$ cat src/rtl/conv_sched.sv
// conv_sched: frame-level scheduler for the 3x3 convolution datapath.
// Walks the image in raster order, issuing one 3-row column read per cycle.
// It also delays the read strobe into the pixel-unit enable and keeps only
// the pixel-unit outputs that are real output pixels (not row window-fill).
// Optional feature macro: CONV_SCHED_PERF_EN adds the perf_cycles counter
// (start-to-done cycle count).
module conv_sched #(
  parameter int XB      = 10,
  parameter int YB      = 10,
  parameter int MEM_LAT = 1
) (
  input  logic          clk,
  input  logic          rst,
  input  logic          start,
  input  logic [XB-1:0] img_w,
  input  logic [YB-1:0] img_h,
  input  logic          hold,
  output logic          rd_en,
  output logic [XB-1:0] rd_x,
  output logic [YB-1:0] rd_y,
  output logic          pu_en,
  input  logic          pu_valid,
  output logic          pix_keep,
  output logic          busy,
  output logic          proc_done,
  output logic          cfg_err
`ifdef CONV_SCHED_PERF_EN
  ,
  output logic [31:0]   perf_cycles
`endif
);

  localparam int KW = XB + YB;

  localparam logic [1:0] S_IDLE  = 2'd0;
  localparam logic [1:0] S_ISSUE = 2'd1;
  localparam logic [1:0] S_DRAIN = 2'd2;
  localparam logic [1:0] S_DONE  = 2'd3;

  logic [1:0]         state_q, state_d;
  logic [XB-1:0]      w_q, w_d;
  logic [YB-1:0]      h_q, h_d;
  logic [XB-1:0]      x_q, x_d;
  logic [YB-1:0]      y_q, y_d;
  logic [XB-1:0]      rc_q, rc_d;
  logic [YB-1:0]      rr_q, rr_d;
  logic [KW-1:0]      kept_q, kept_d;
  logic [MEM_LAT-1:0] dly_q, dly_d;
  logic               cfg_err_q, cfg_err_d;
  logic [KW-1:0]      target;
  logic               size_ok;
  logic               active;
`ifdef CONV_SCHED_PERF_EN
  logic [31:0]        perf_q, perf_d;
`endif

  // Outputs decoded directly from state so hold can gate a read in its own cycle.
  assign active    = (state_q != S_IDLE);
  assign rd_en     = (state_q == S_ISSUE) && !hold;
  assign rd_x      = rd_en ? x_q : '0;
  assign rd_y      = rd_en ? y_q : '0;
  assign pu_en     = dly_q[MEM_LAT-1];
  assign pix_keep  = active && pu_valid && (rc_q >= XB'(2));
  assign busy      = active;
  assign proc_done = (state_q == S_DONE);
  assign cfg_err   = cfg_err_q;
  assign size_ok   = (img_w >= XB'(3)) && (img_h >= YB'(3));
  // Number of output pixels in a frame: (w-2)*(h-2).
  assign target    = (KW'(w_q) - KW'(2)) * (KW'(h_q) - KW'(2));
`ifdef CONV_SCHED_PERF_EN
  assign perf_cycles = perf_q;
`endif

  // Next-state logic: read walker, delay line, output qualification and FSM.
  always_comb begin
    // NOTE: every variable gets a default first so no path leaves it unassigned (no latch).
    state_d   = state_q;
    w_d       = w_q;
    h_d       = h_q;
    x_d       = x_q;
    y_d       = y_q;
    rc_d      = rc_q;
    rr_d      = rr_q;
    kept_d    = kept_q;
    dly_d     = dly_q;
    cfg_err_d = 1'b0;
`ifdef CONV_SCHED_PERF_EN
    perf_d    = perf_q;
`endif

    // Outside IDLE the delay line shifts and pixel-unit outputs are qualified.
    if (active) begin
      dly_d = MEM_LAT'({dly_q, rd_en});
`ifdef CONV_SCHED_PERF_EN
      perf_d = perf_q + 32'd1;
`endif
      if (pu_valid) begin
        if (pix_keep) kept_d = kept_q + KW'(1);
        if (rc_q == w_q - XB'(1)) begin
          rc_d = '0;
          rr_d = rr_q + YB'(1);
        end else begin
          rc_d = rc_q + XB'(1);
        end
      end
    end

    case (state_q)
      S_IDLE: begin
        if (start) begin
          w_d = img_w;
          h_d = img_h;
          if (!size_ok) begin
            cfg_err_d = 1'b1;
          end else begin
            state_d = S_ISSUE;
            x_d     = '0;
            y_d     = '0;
            rc_d    = '0;
            rr_d    = '0;
            kept_d  = '0;
`ifdef CONV_SCHED_PERF_EN
            // The start cycle itself counts toward the frame time.
            perf_d  = 32'd1;
`endif
          end
        end
      end
      S_ISSUE: begin
        if (!hold) begin
          if (x_q == w_q - XB'(1)) begin
            x_d = '0;
            if (y_q == h_q - YB'(3)) state_d = S_DRAIN;
            else                     y_d     = y_q + YB'(1);
          end else begin
            x_d = x_q + XB'(1);
          end
        end
      end
      S_DRAIN: begin
        // Using the next count makes proc_done land one cycle after the last keep.
        if (kept_d == target) state_d = S_DONE;
      end
      default: begin
        state_d = S_IDLE;
      end
    endcase
  end

  // State registers with asynchronous active-high reset.
  always_ff @(posedge clk or posedge rst) begin
    if (rst) begin
      state_q   <= S_IDLE;
      w_q       <= '0;
      h_q       <= '0;
      x_q       <= '0;
      y_q       <= '0;
      rc_q      <= '0;
      rr_q      <= '0;
      kept_q    <= '0;
      dly_q     <= '0;
      cfg_err_q <= 1'b0;
`ifdef CONV_SCHED_PERF_EN
      perf_q    <= '0;
`endif
    end else begin
      // NOTE: non-blocking assignments so every flop samples pre-edge values.
      state_q   <= state_d;
      w_q       <= w_d;
      h_q       <= h_d;
      x_q       <= x_d;
      y_q       <= y_d;
      rc_q      <= rc_d;
      rr_q      <= rr_d;
      kept_q    <= kept_d;
      dly_q     <= dly_d;
      cfg_err_q <= cfg_err_d;
`ifdef CONV_SCHED_PERF_EN
      perf_q    <= perf_d;
`endif
    end
  end

endmodule

$ cat config.mk
export PLATFORM = sky130hd
export DESIGN_NAME = conv_sched
export DESIGN_NICKNAME = d
export VERILOG_FILES = /design/src/rtl/conv_sched.sv
export SDC_FILE = /design/constraint.sdc
export NUM_CORES = 1
export LEC_CHECK = 0
export BUFFER_PORTS_ARGS = -buffer_cell sky130_fd_sc_hd__buf_2
export CAP_MARGIN = 10
export CELL_PAD_IN_SITES_DETAIL_PLACEMENT = 1
export CELL_PAD_IN_SITES_GLOBAL_PLACEMENT = 1
export CORE_MARGIN = 5
export CORE_UTILIZATION = 40
export CTS_CLUSTER_SIZE = 8
export DETAILED_ROUTE_END_ITERATION = 8
export GPL_ROUTABILITY_DRIVEN = 0
export PLACE_DENSITY_LB_ADDON = 0.2
export SYNTH_ARGS = -nofsm -noshare
export SYNTH_HDL_FRONTEND = slang
export SYNTH_SLANG_ARGS = --single-unit
$ cat constraint.sdc
create_clock -name clk -period 10.9 [get_ports clk]
set_clock_uncertainty 0.2 [all_clocks]
set_input_delay 2.18 -clock clk [delete_from_list [all_inputs] [get_ports clk]]
set_output_delay 2.18 -clock clk [all_outputs]
set_load 0.01 [all_outputs]
==> results of run 1 <==
[flip-flops by register name, summed over array words and instances, names as in the netlist]
signal	cells
cfg_err	1
pu_en	1
state_q	2
rc_q	10
y_q	10
h_q	10
kept_q	20
w_q	10
x_q	10
[cell type report]
class	instances	share of cell area
clock buffers	11	0.0243
clock inverters	5	0.00361
repair buffers	56	0.0284
flip-flops and latches	74	0.178
well taps	319	0.0384
inverters	141	0.0515
multi-input cells	810	0.675
[metal layers]
metal	vias to the layer above	track usage	routed length (um)
met1	3695	0.282	12200
met4	0	0.0491	405
met2	115	0.341	12500
met5	-	0	0
met3	19	0.0312	940
li1	3481	-	-
[worst paths after layout]
check,start,end,depth (start not counted)
setup / recovery,w_q[1]$_DFFE_PP0P_,state_q[1]$_DFFE_PP0P_,23
hold / removal,pu_en$_DFFE_PP0N_,pu_en$_DFFE_PP0N_,2
setup reg to reg,w_q[1]$_DFFE_PP0P_,state_q[1]$_DFFE_PP0P_,23
hold reg to reg,pu_en$_DFFE_PP0N_,pu_en$_DFFE_PP0N_,2
max in group asynchronous,rst,h_q[1]$_DFFE_PP0P_,3
min in group asynchronous,rst,rc_q[6]$_DFF_PP0_,3
[cell families (layout without fill, tap and decap cells)]
group / Yosys count / after routing / share of synthesized area
simple gates: 390 / 390 / 0.208
buf+inv: 177 / 213 / 0.0730
fa+ha+maj: 165 / 165 / 0.300
xor+xnor: 134 / 134 / 0.133
compound gates: 98 / 98 / 0.0659
flops: 74 / 74 / 0.194
mux: 23 / 23 / 0.0269
[worst min-delay path: stages, from the launching register on]
cell	delay (ns)
dfrtp_1	0.36
nand2_1	0.05
o31ai_1	0.06
[metrics by stage]
stage	setup WS [ns]	area [um^2]	std cells	util
after floorplan	3.66	9570	1061	-
after global placement	3.16	10100	1399	0.429
after detailed placement	2.68	10100	1399	0.429
after CTS	2.70	10400	1415	0.441
after global routing	2.14	10400	1416	0.441
final	2.71	10400	1416	0.441
[placed cells by master, fill, tap and decap left out, types with 33 or more instances in the layout]
| master | n |
|---|---|
| dfrtp_1 | 74 |
| xnor2_1 | 73 |
| and2_1 | 33 |
| fa_1 | 107 |
| nor2_1 | 102 |
| inv_1 | 136 |
| nand2_1 | 101 |
| xor2_1 | 53 |
| ha_1 | 58 |
| buf_2 | 50 |
==> results.yml, run 1 <==
synth:
  syn_inst: 1061
  yosysTopAreaCell: "fa_1"
  synthTopCellsByArea: "fa_1 (22%), dfrtp_1 (19%), ha_1 (7.6%), xnor2_1 (6.7%), inv_1 (5.4%)"
  ys_seq_area_frac: 0.194
  ys_warn_count: 0
  synthFlopType: "dfrtp_1"
  async_flop_share: 1.00
  synth_seq_cells: 74
  synthesis.area_um2: 9570
  yosysTopAreaCellShare: 0.224
  yosysMostFrequentCell: "inv_1"
  synth_cell_types: 74
  netlist_top_cells_count: "inv_1 (137), fa_1 (107), nor2_1 (102), nand2_1 (101), dfrtp_1 (74)"
  synth-edff-count: 0
  syn_nets: 1251
  avgSynthCellArea_um2: 9.02
floorplanning:
  rows: 56
  fp.dieW_um: 165
  die_h_um: 165
  core_area_um2: 23500
  die_area_um2: 27100
  start_util: 0.406
  io_pins: 51
timing:
  grt_setup_unrepaired: "no"
  tns_ns: 0
  worstMarginPinSlew_ns: 1.01
  setup_viol: 0
  drv_slew: 0
  finalHoldViolCount: 0
  period_share: 0.751
  slew_headroom: 0.326
  hold_slack_ns: 0.301
  fin_crit_ns: 8.19
  timing.fmax_mhz: 122
finish:
  regArea_um2: 1850
  filler_cell_count: 2797
  layout.nets: 1282
  multi_input_area_um2: 7020
  drive_above_1_share: 0.101
  area_growth_pct: 8.59
  n_antenna_cell: 0
critical_path:
  cp_top_family: "adder cells"
  path_cells: "inv_1 > ha_1 > or4b_1 > nor2_1 > xor2_1 > nand2_1 > fa_1 > fa_1 > fa_1 > fa_1 > fa_1 > inv_1 > ha_1 > nor4_1 > o21ai_0 > and2_1 > a31oi_1 > nor2_1 > a2111oi_0 > and4_1 > nand4_1 > a21oi_2 > mux2_1"
  cp.required_ns: 10.95
  end_kind: "register"
  crit_buf_inv: 2
  worstSetupPathType: "reg2reg"
  worstSetupStartpointType: "register"
  slowest_delay_ns: 0.59
  crit_top_cell: "fa_1"
  crit_slowest_cell: "or4b_1"
  path_max_fanout: 10
  r2r_setup_slack_ns: 2.71
  cp_data_arrival_time_ns: 8.24
placement:
  dpl.hpwl_um: 21100
  io_buffers: 50
clock_tree:
  numCtsBuffers: 9
  clk_latency_ns: 0.36
  clockBufferDepth: 2
  cts_root_buf: "clkbuf_16"
  cts_resized: 0
  clkTransAtPathRegs_ns: 0.08
  cts_setup_buffers: 0
  cts_tree: "built"
  cts-htree-levels: 3
  ctsHoldBuffers: 0
  clkSinkCount: 74
global_route:
  grt_first_pass_wirelength_um: 43600
  antenna_found_initial: 0
  grt_pass1_vias: 8153
  grt_max_degree: 75
  track_usage: 0.205
  grt_overflow: 0
run_status:
  status: "complete, no violations"
drt:
  antenna_left: 0
  vias_per_cell: 5.16
  drc: 0
  dr.pass1.iters: 6
  wire_per_inst_um: 18.4
  wl_um: 26100
  drt_iter0_markers: 289
  num_vias: 7310
worst_hold_path:
  holdCritPathClass: "reg2reg"
flow_run:
  maxCapViolCount: 0
Power of run 1 is left out: the tool's default activity adds up to more than one toggle a clock period on the data nets, which glitch-free logic cannot reach.
==> run 2, diff against run 1 <==
- clock period: 10.9 -> 8.1 ns (I/O delays scaled with it)
==> run 2 against run 1 <==
Net effect: first-iteration DRC count down 2.4%; setup slack worse by 2.1 ns; final cell count grew 0.56%; via count about the same; non-clock buffer count grew 8; fmax is 8.7% higher; critical path depth is the same; hold slack got worse by 0.0051 ns; cell area rose by 1.2%.
==> results.yml, run 2 (synthesis results as in run 1) <==
timing:
  drv_slew: 0
  finalHoldViolCount: 0
  timing.fmax_mhz: 133
  grt_setup_unrepaired: "no"
  period_share: 0.930
  setup_viol: 0
  tns_ns: 0
  worstMarginPinSlew_ns: 1.02
  slew_headroom: 0.317
  fin_crit_ns: 7.53
finish:
  layout_commonest_cell: "inv_1"
  filler_cell_count: 2803
  post-route-util: 0.447
  final_cell_mix: "inv_1 (136), fa_1 (107), nor2_1 (102)"
  largest_register_ffs: 20
  area_growth_pct: 9.92
  drive_above_1_share: 0.109
  regMostFlops: "kept_q"
  layout.nets: 1290
  n_antenna_cell: 0
clock_tree:
  ctsHoldBuffers: 0
  clockBufferDepth: 2
  cts_root_buf: "clkbuf_16"
  numCtsBuffers: 9
  clk_latency_ns: 0.35
  cts-htree-levels: 3
  cts_tree: "built"
  clkSinkCount: 74
  clkTransAtPathRegs_ns: 0.07
critical_path:
  crit_top_cell: "fa_1"
  critPathLaunch: "w_q[2]$_DFFE_PP0P_"
  worstSetupStartpointType: "register"
  slowest_delay_ns: 0.60
  cp.required_ns: 8.14
  end_kind: "register"
  cp_top_family: "adder cells"
  path_max_fanout: 7
  cp_data_arrival_time_ns: 7.57
  r2r_cells: 23
  path_cells: "inv_1 > ha_1 > or4b_1 > nor2_1 > xor2_2 > nand2_1 > fa_1 > fa_1 > fa_1 > fa_1 > fa_1 > inv_1 > ha_1 > nor4_1 > o21ai_0 > and2_1 > a31oi_1 > nor2_1 > a2111oi_0 > and4_1 > nand4_1 > a21oi_2 > mux2_1"
  crit_slowest_cell: "or4b_1"
  endpoint: "state_q[1]$_DFFE_PP0P_"
  crit_buf_inv: 2
  r2r-end: "state_q[1]$_DFFE_PP0P_"
  r2r_setup_slack_ns: 0.57
  crit_cells: 23
  worstSetupPathType: "reg2reg"
  regToRegStartpoint: "w_q[2]$_DFFE_PP0P_"
global_route:
  grt_first_pass_wirelength_um: 43400
  grt_max_degree: 75
  use_met1: 0.279
  use_met3: 0.0212
  antenna_found_initial: 0
  track_usage: 0.203
  grtUsageMet2: 0.346
  grt_busiest_layer: "met2"
  grt_pass1_vias: 8119
  grt_overflow: 0
flow_run:
  maxCapViolCount: 0
drt:
  vias_per_cell: 5.13
  dr.pass1.iters: 4
  wire_per_inst_um: 18.4
  drc: 0
  antenna_left: 0
  wl_um: 26100
  drt_iter0_markers: 282
  num_vias: 7306
floorplanning:
  start_util: 0.406
  die_area_um2: 27100
  die_h_um: 165
  core_area_um2: 23500
  rows: 56
  io_pins: 51
  fp.dieW_um: 165
placement:
  dpl.hpwl_um: 21100
  io_buffers: 50
worst_hold_path:
  holdCritPathClass: "reg2reg"
run_status:
  status: "complete, no violations"
run 2: cell types whose count changed in the layout (fill, tap and decap cells not counted), sizes merged:
cell / change
buf: +8
bufinv: +3
clkbuf: -2
clkinvlp: -2
clkinv: +1
run 2: layout make-up:
| cell class | instances | area [um^2] | area share |
|---|---|---|---|
| Multi-Input combinational cell | 810 | 7030 | 0.668 |
| Sequential cell | 74 | 1850 | 0.176 |
| Inverter | 141 | 536 | 0.0509 |
| Tap cell | 319 | 399 | 0.0379 |
| Timing Repair Buffer | 64 | 355 | 0.0338 |
| Clock buffer | 9 | 225 | 0.0214 |
| Clock inverter | 7 | 125 | 0.0119 |
run 2: stage by stage:
stage               worst slack (ns)  instances  area, um^2  hold WS (ns)
floorplan                      0.859       1061        9570         0.312
global placement               0.562       1406       10100         0.270
detailed placement             0.234       1406       10100         0.276
CTS                            0.228       1422       10500         0.292
global route                  0.0403       1424       10500         0.323
finish                         0.568       1424       10500         0.296
run 2: worst min-delay path by stage:
stage                      startpoint  cells after the start                     end
2_1_floorplan  state_q[1]$_DFFE_PP0P_                      1  state_q[1]$_DFFE_PP0P_
3_3_place_gp        pu_en$_DFFE_PP0N_                      2       pu_en$_DFFE_PP0N_
3_5_place_dp        pu_en$_DFFE_PP0N_                      2       pu_en$_DFFE_PP0N_
4_1_cts             pu_en$_DFFE_PP0N_                      2       pu_en$_DFFE_PP0N_
6_report            pu_en$_DFFE_PP0N_                      2       pu_en$_DFFE_PP0N_
5_1_grt             pu_en$_DFFE_PP0N_                      2       pu_en$_DFFE_PP0N_
run 2: routing by layer:
metal,vias to the layer above,wire [um]
li1,3491,-
met1,3687,12300
met2,103,12800
met3,25,547
met4,0,512
met5,-,0
run 2: repair_timing:
item	4_1_cts	5_1_grt
endpoints found under the hold margin	0	0
buffers inserted	0	2
gates resized for setup	0	1
endpoints found under the setup margin	0	2
run 2: worst reg2reg max path: stages (launching register included):
cell,delay (ns)
dfrtp_1,0.44
inv_1,0.10
ha_1,0.29
or4b_1,0.60
nor2_1,0.29
xor2_2,0.32
nand2_1,0.14
fa_1,0.51
fa_1,0.53
fa_1,0.44
fa_1,0.52
fa_1,0.54
inv_1,0.04
ha_1,0.22
nor4_1,0.33
o21ai_0,0.14
and2_1,0.19
a31oi_1,0.29
nor2_1,0.07
a2111oi_0,0.39
and4_1,0.24
nand4_1,0.09
a21oi_2,0.18
mux2_1,0.33
Power of run 2 is left out for the same reason.
==> run 3, diff against run 2 <==
- GPL_TIMING_DRIVEN: default -> 0
==> run 3 against run 2 <==
Net effect: non-clock buffer count grew 27; setup slack lost 0.17 ns; fmax shrank 2.2%; global-route usage shrank 0.54 points; largest cell class unchanged; critical path type unchanged; hold slack lost 0.0054 ns; via count grew 1.6%.
==> results.yml, run 3 (synthesis results as in run 1) <==
clock_tree:
  clockBufferDepth: 2
  cts-htree-levels: 3
  clkSinkCount: 74
  numCtsBuffers: 9
  cts_tree: "built"
  cts_root_buf: "clkbuf_16"
  ctsHoldBuffers: 0
  clk_latency_ns: 0.35
  clkTransAtPathRegs_ns: 0.06
timing:
  period_share: 0.950
  grt_setup_unrepaired: "no"
  finalHoldViolCount: 0
  worstMarginPinSlew_ns: 0.875
  setup_viol: 0
  slew_headroom: 0.413
  timing.fmax_mhz: 130
  fin_crit_ns: 7.70
  tns_ns: 0
  drv_slew: 0
global_route:
  grt_first_pass_wirelength_um: 42400
  antenna_found_initial: 0
  grt_pass1_vias: 8052
  track_usage: 0.198
  grt_max_degree: 46
  grt_overflow: 0
flow_run:
  maxCapViolCount: 0
finish:
  drive_above_1_share: 0.117
  regMostFlops: "kept_q"
  area_growth_pct: 11.4
  largest_register_ffs: 20
  n_antenna_cell: 0
  layout.nets: 1317
  layout_commonest_cell: "inv_1"
  final_cell_mix: "inv_1 (135), fa_1 (107), nand2_1 (101), nor2_1 (101)"
critical_path:
  worstSetupStartpointType: "register"
  end_kind: "register"
  worstSetupPathType: "reg2reg"
  critPathLaunch: "w_q[3]$_DFFE_PP0P_"
  crit_slowest_cell: "fa_1"
  cp_top_family: "adder cells"
  path_max_fanout: 10
  cp_data_arrival_time_ns: 7.72
  crit_top_cell: "fa_1"
  cp.required_ns: 8.12
  regToRegStartpoint: "w_q[3]$_DFFE_PP0P_"
  slowest_delay_ns: 0.58
  crit_buf_inv: 4
floorplanning:
  rows: 56
  core_area_um2: 23500
  start_util: 0.406
  die_area_um2: 27100
  io_pins: 51
  fp.dieW_um: 165
  die_h_um: 165
drt:
  vias_per_cell: 5.11
  num_vias: 7421
  drc: 0
  dr.pass1.iters: 4
  drt_iter0_markers: 235
  wl_um: 25400
  wire_per_inst_um: 17.5
  antenna_left: 0
placement:
  dpl.hpwl_um: 21100
  io_buffers: 49
worst_hold_path:
  holdCritPathClass: "reg2reg"
  worstHoldStart: "pu_en$_DFFE_PP0N_"
run_status:
  status: "complete, no violations"
[run 3: cell count changes in the layout (fill, tap and decap cells not counted), sizes merged]
| cell | change |
|---|---|
| inv | +1 |
| bufinv | -1 |
| clkinv | -3 |
| clkinvlp | +2 |
| buf | +6 |
| clkbuf | +22 |
[run 3: layout make-up]
| cell class | count | area, um^2 |
|---|---|---|
| Multi-Input combinational cell | 810 | 7060 |
| Sequential cell | 74 | 1850 |
| Fill cell | 2832 | 12900 |
| Clock inverter | 6 | 88.8 |
| Buffer | 35 | 163 |
| Timing Repair Buffer | 56 | 318 |
| Clock buffer | 10 | 239 |
| Inverter | 141 | 537 |
| Tap cell | 319 | 399 |
[run 3: path summary, 6_finish.rpt]
| check | endpoint | slack, ns | cells after the start |
|---|---|---|---|
| worst max register to register | state_q[1]$_DFFE_PP0P_ | 0.40 | 25 |
| max in group asynchronous | w_q[1]$_DFFE_PP0P_ | 6.03 | 3 |
| min in group asynchronous | rc_q[5]$_DFF_PP0_ | 1.08 | 2 |
| worst min register to register | pu_en$_DFFE_PP0N_ | 0.29 | 2 |
| worst min-delay path | pu_en$_DFFE_PP0N_ | 0.29 | 2 |
| worst max-delay path | state_q[1]$_DFFE_PP0P_ | 0.40 | 25 |
[run 3: tightest hold or removal path: cells and delay by family, from the launching register on]
family,cells,cell delay (ns)
AND/OR/NAND/NOR,1,0.05
flip-flops,1,0.35
AO/OA/AOI/OAI,1,0.06
[run 3: what timing repair did]
item | in CTS | in global routing
pin swaps | 1 | 2
endpoints found under the hold margin | 0 | 0
buffers inserted | 4 | 2
gates resized for setup | 3 | 12
endpoints found under the setup margin | 2 | 2
[run 3: through the flow]
step / setup WS (ns) / util / instance area, um^2 / cells / hold WS, ns
finish: 0.403 / 0.453 / 10700 / 1451 / 0.290
global route: 0.0338 / 0.453 / 10700 / 1451 / 0.330
CTS: 0.00234 / 0.451 / 10600 / 1449 / 0.294
detailed placement: -0.665 / 0.435 / 10200 / 1430 / 0.271
global placement: -0.555 / 0.434 / 10200 / 1429 / 0.269
floorplan: 0.859 / - / 9570 / 1061 / 0.312
[run 3: layer usage]
layer	routed length, um	GRT usage	part of all wire	vias up
li1	-	-	-	3554
met1	12000	0.269	0.47	3745
met2	12400	0.343	0.49	107
met3	760	0.0262	0.030	15
met4	258	0.0359	0.010	0
met5	0	0	0	-
Power of run 3 is left out for the same reason.
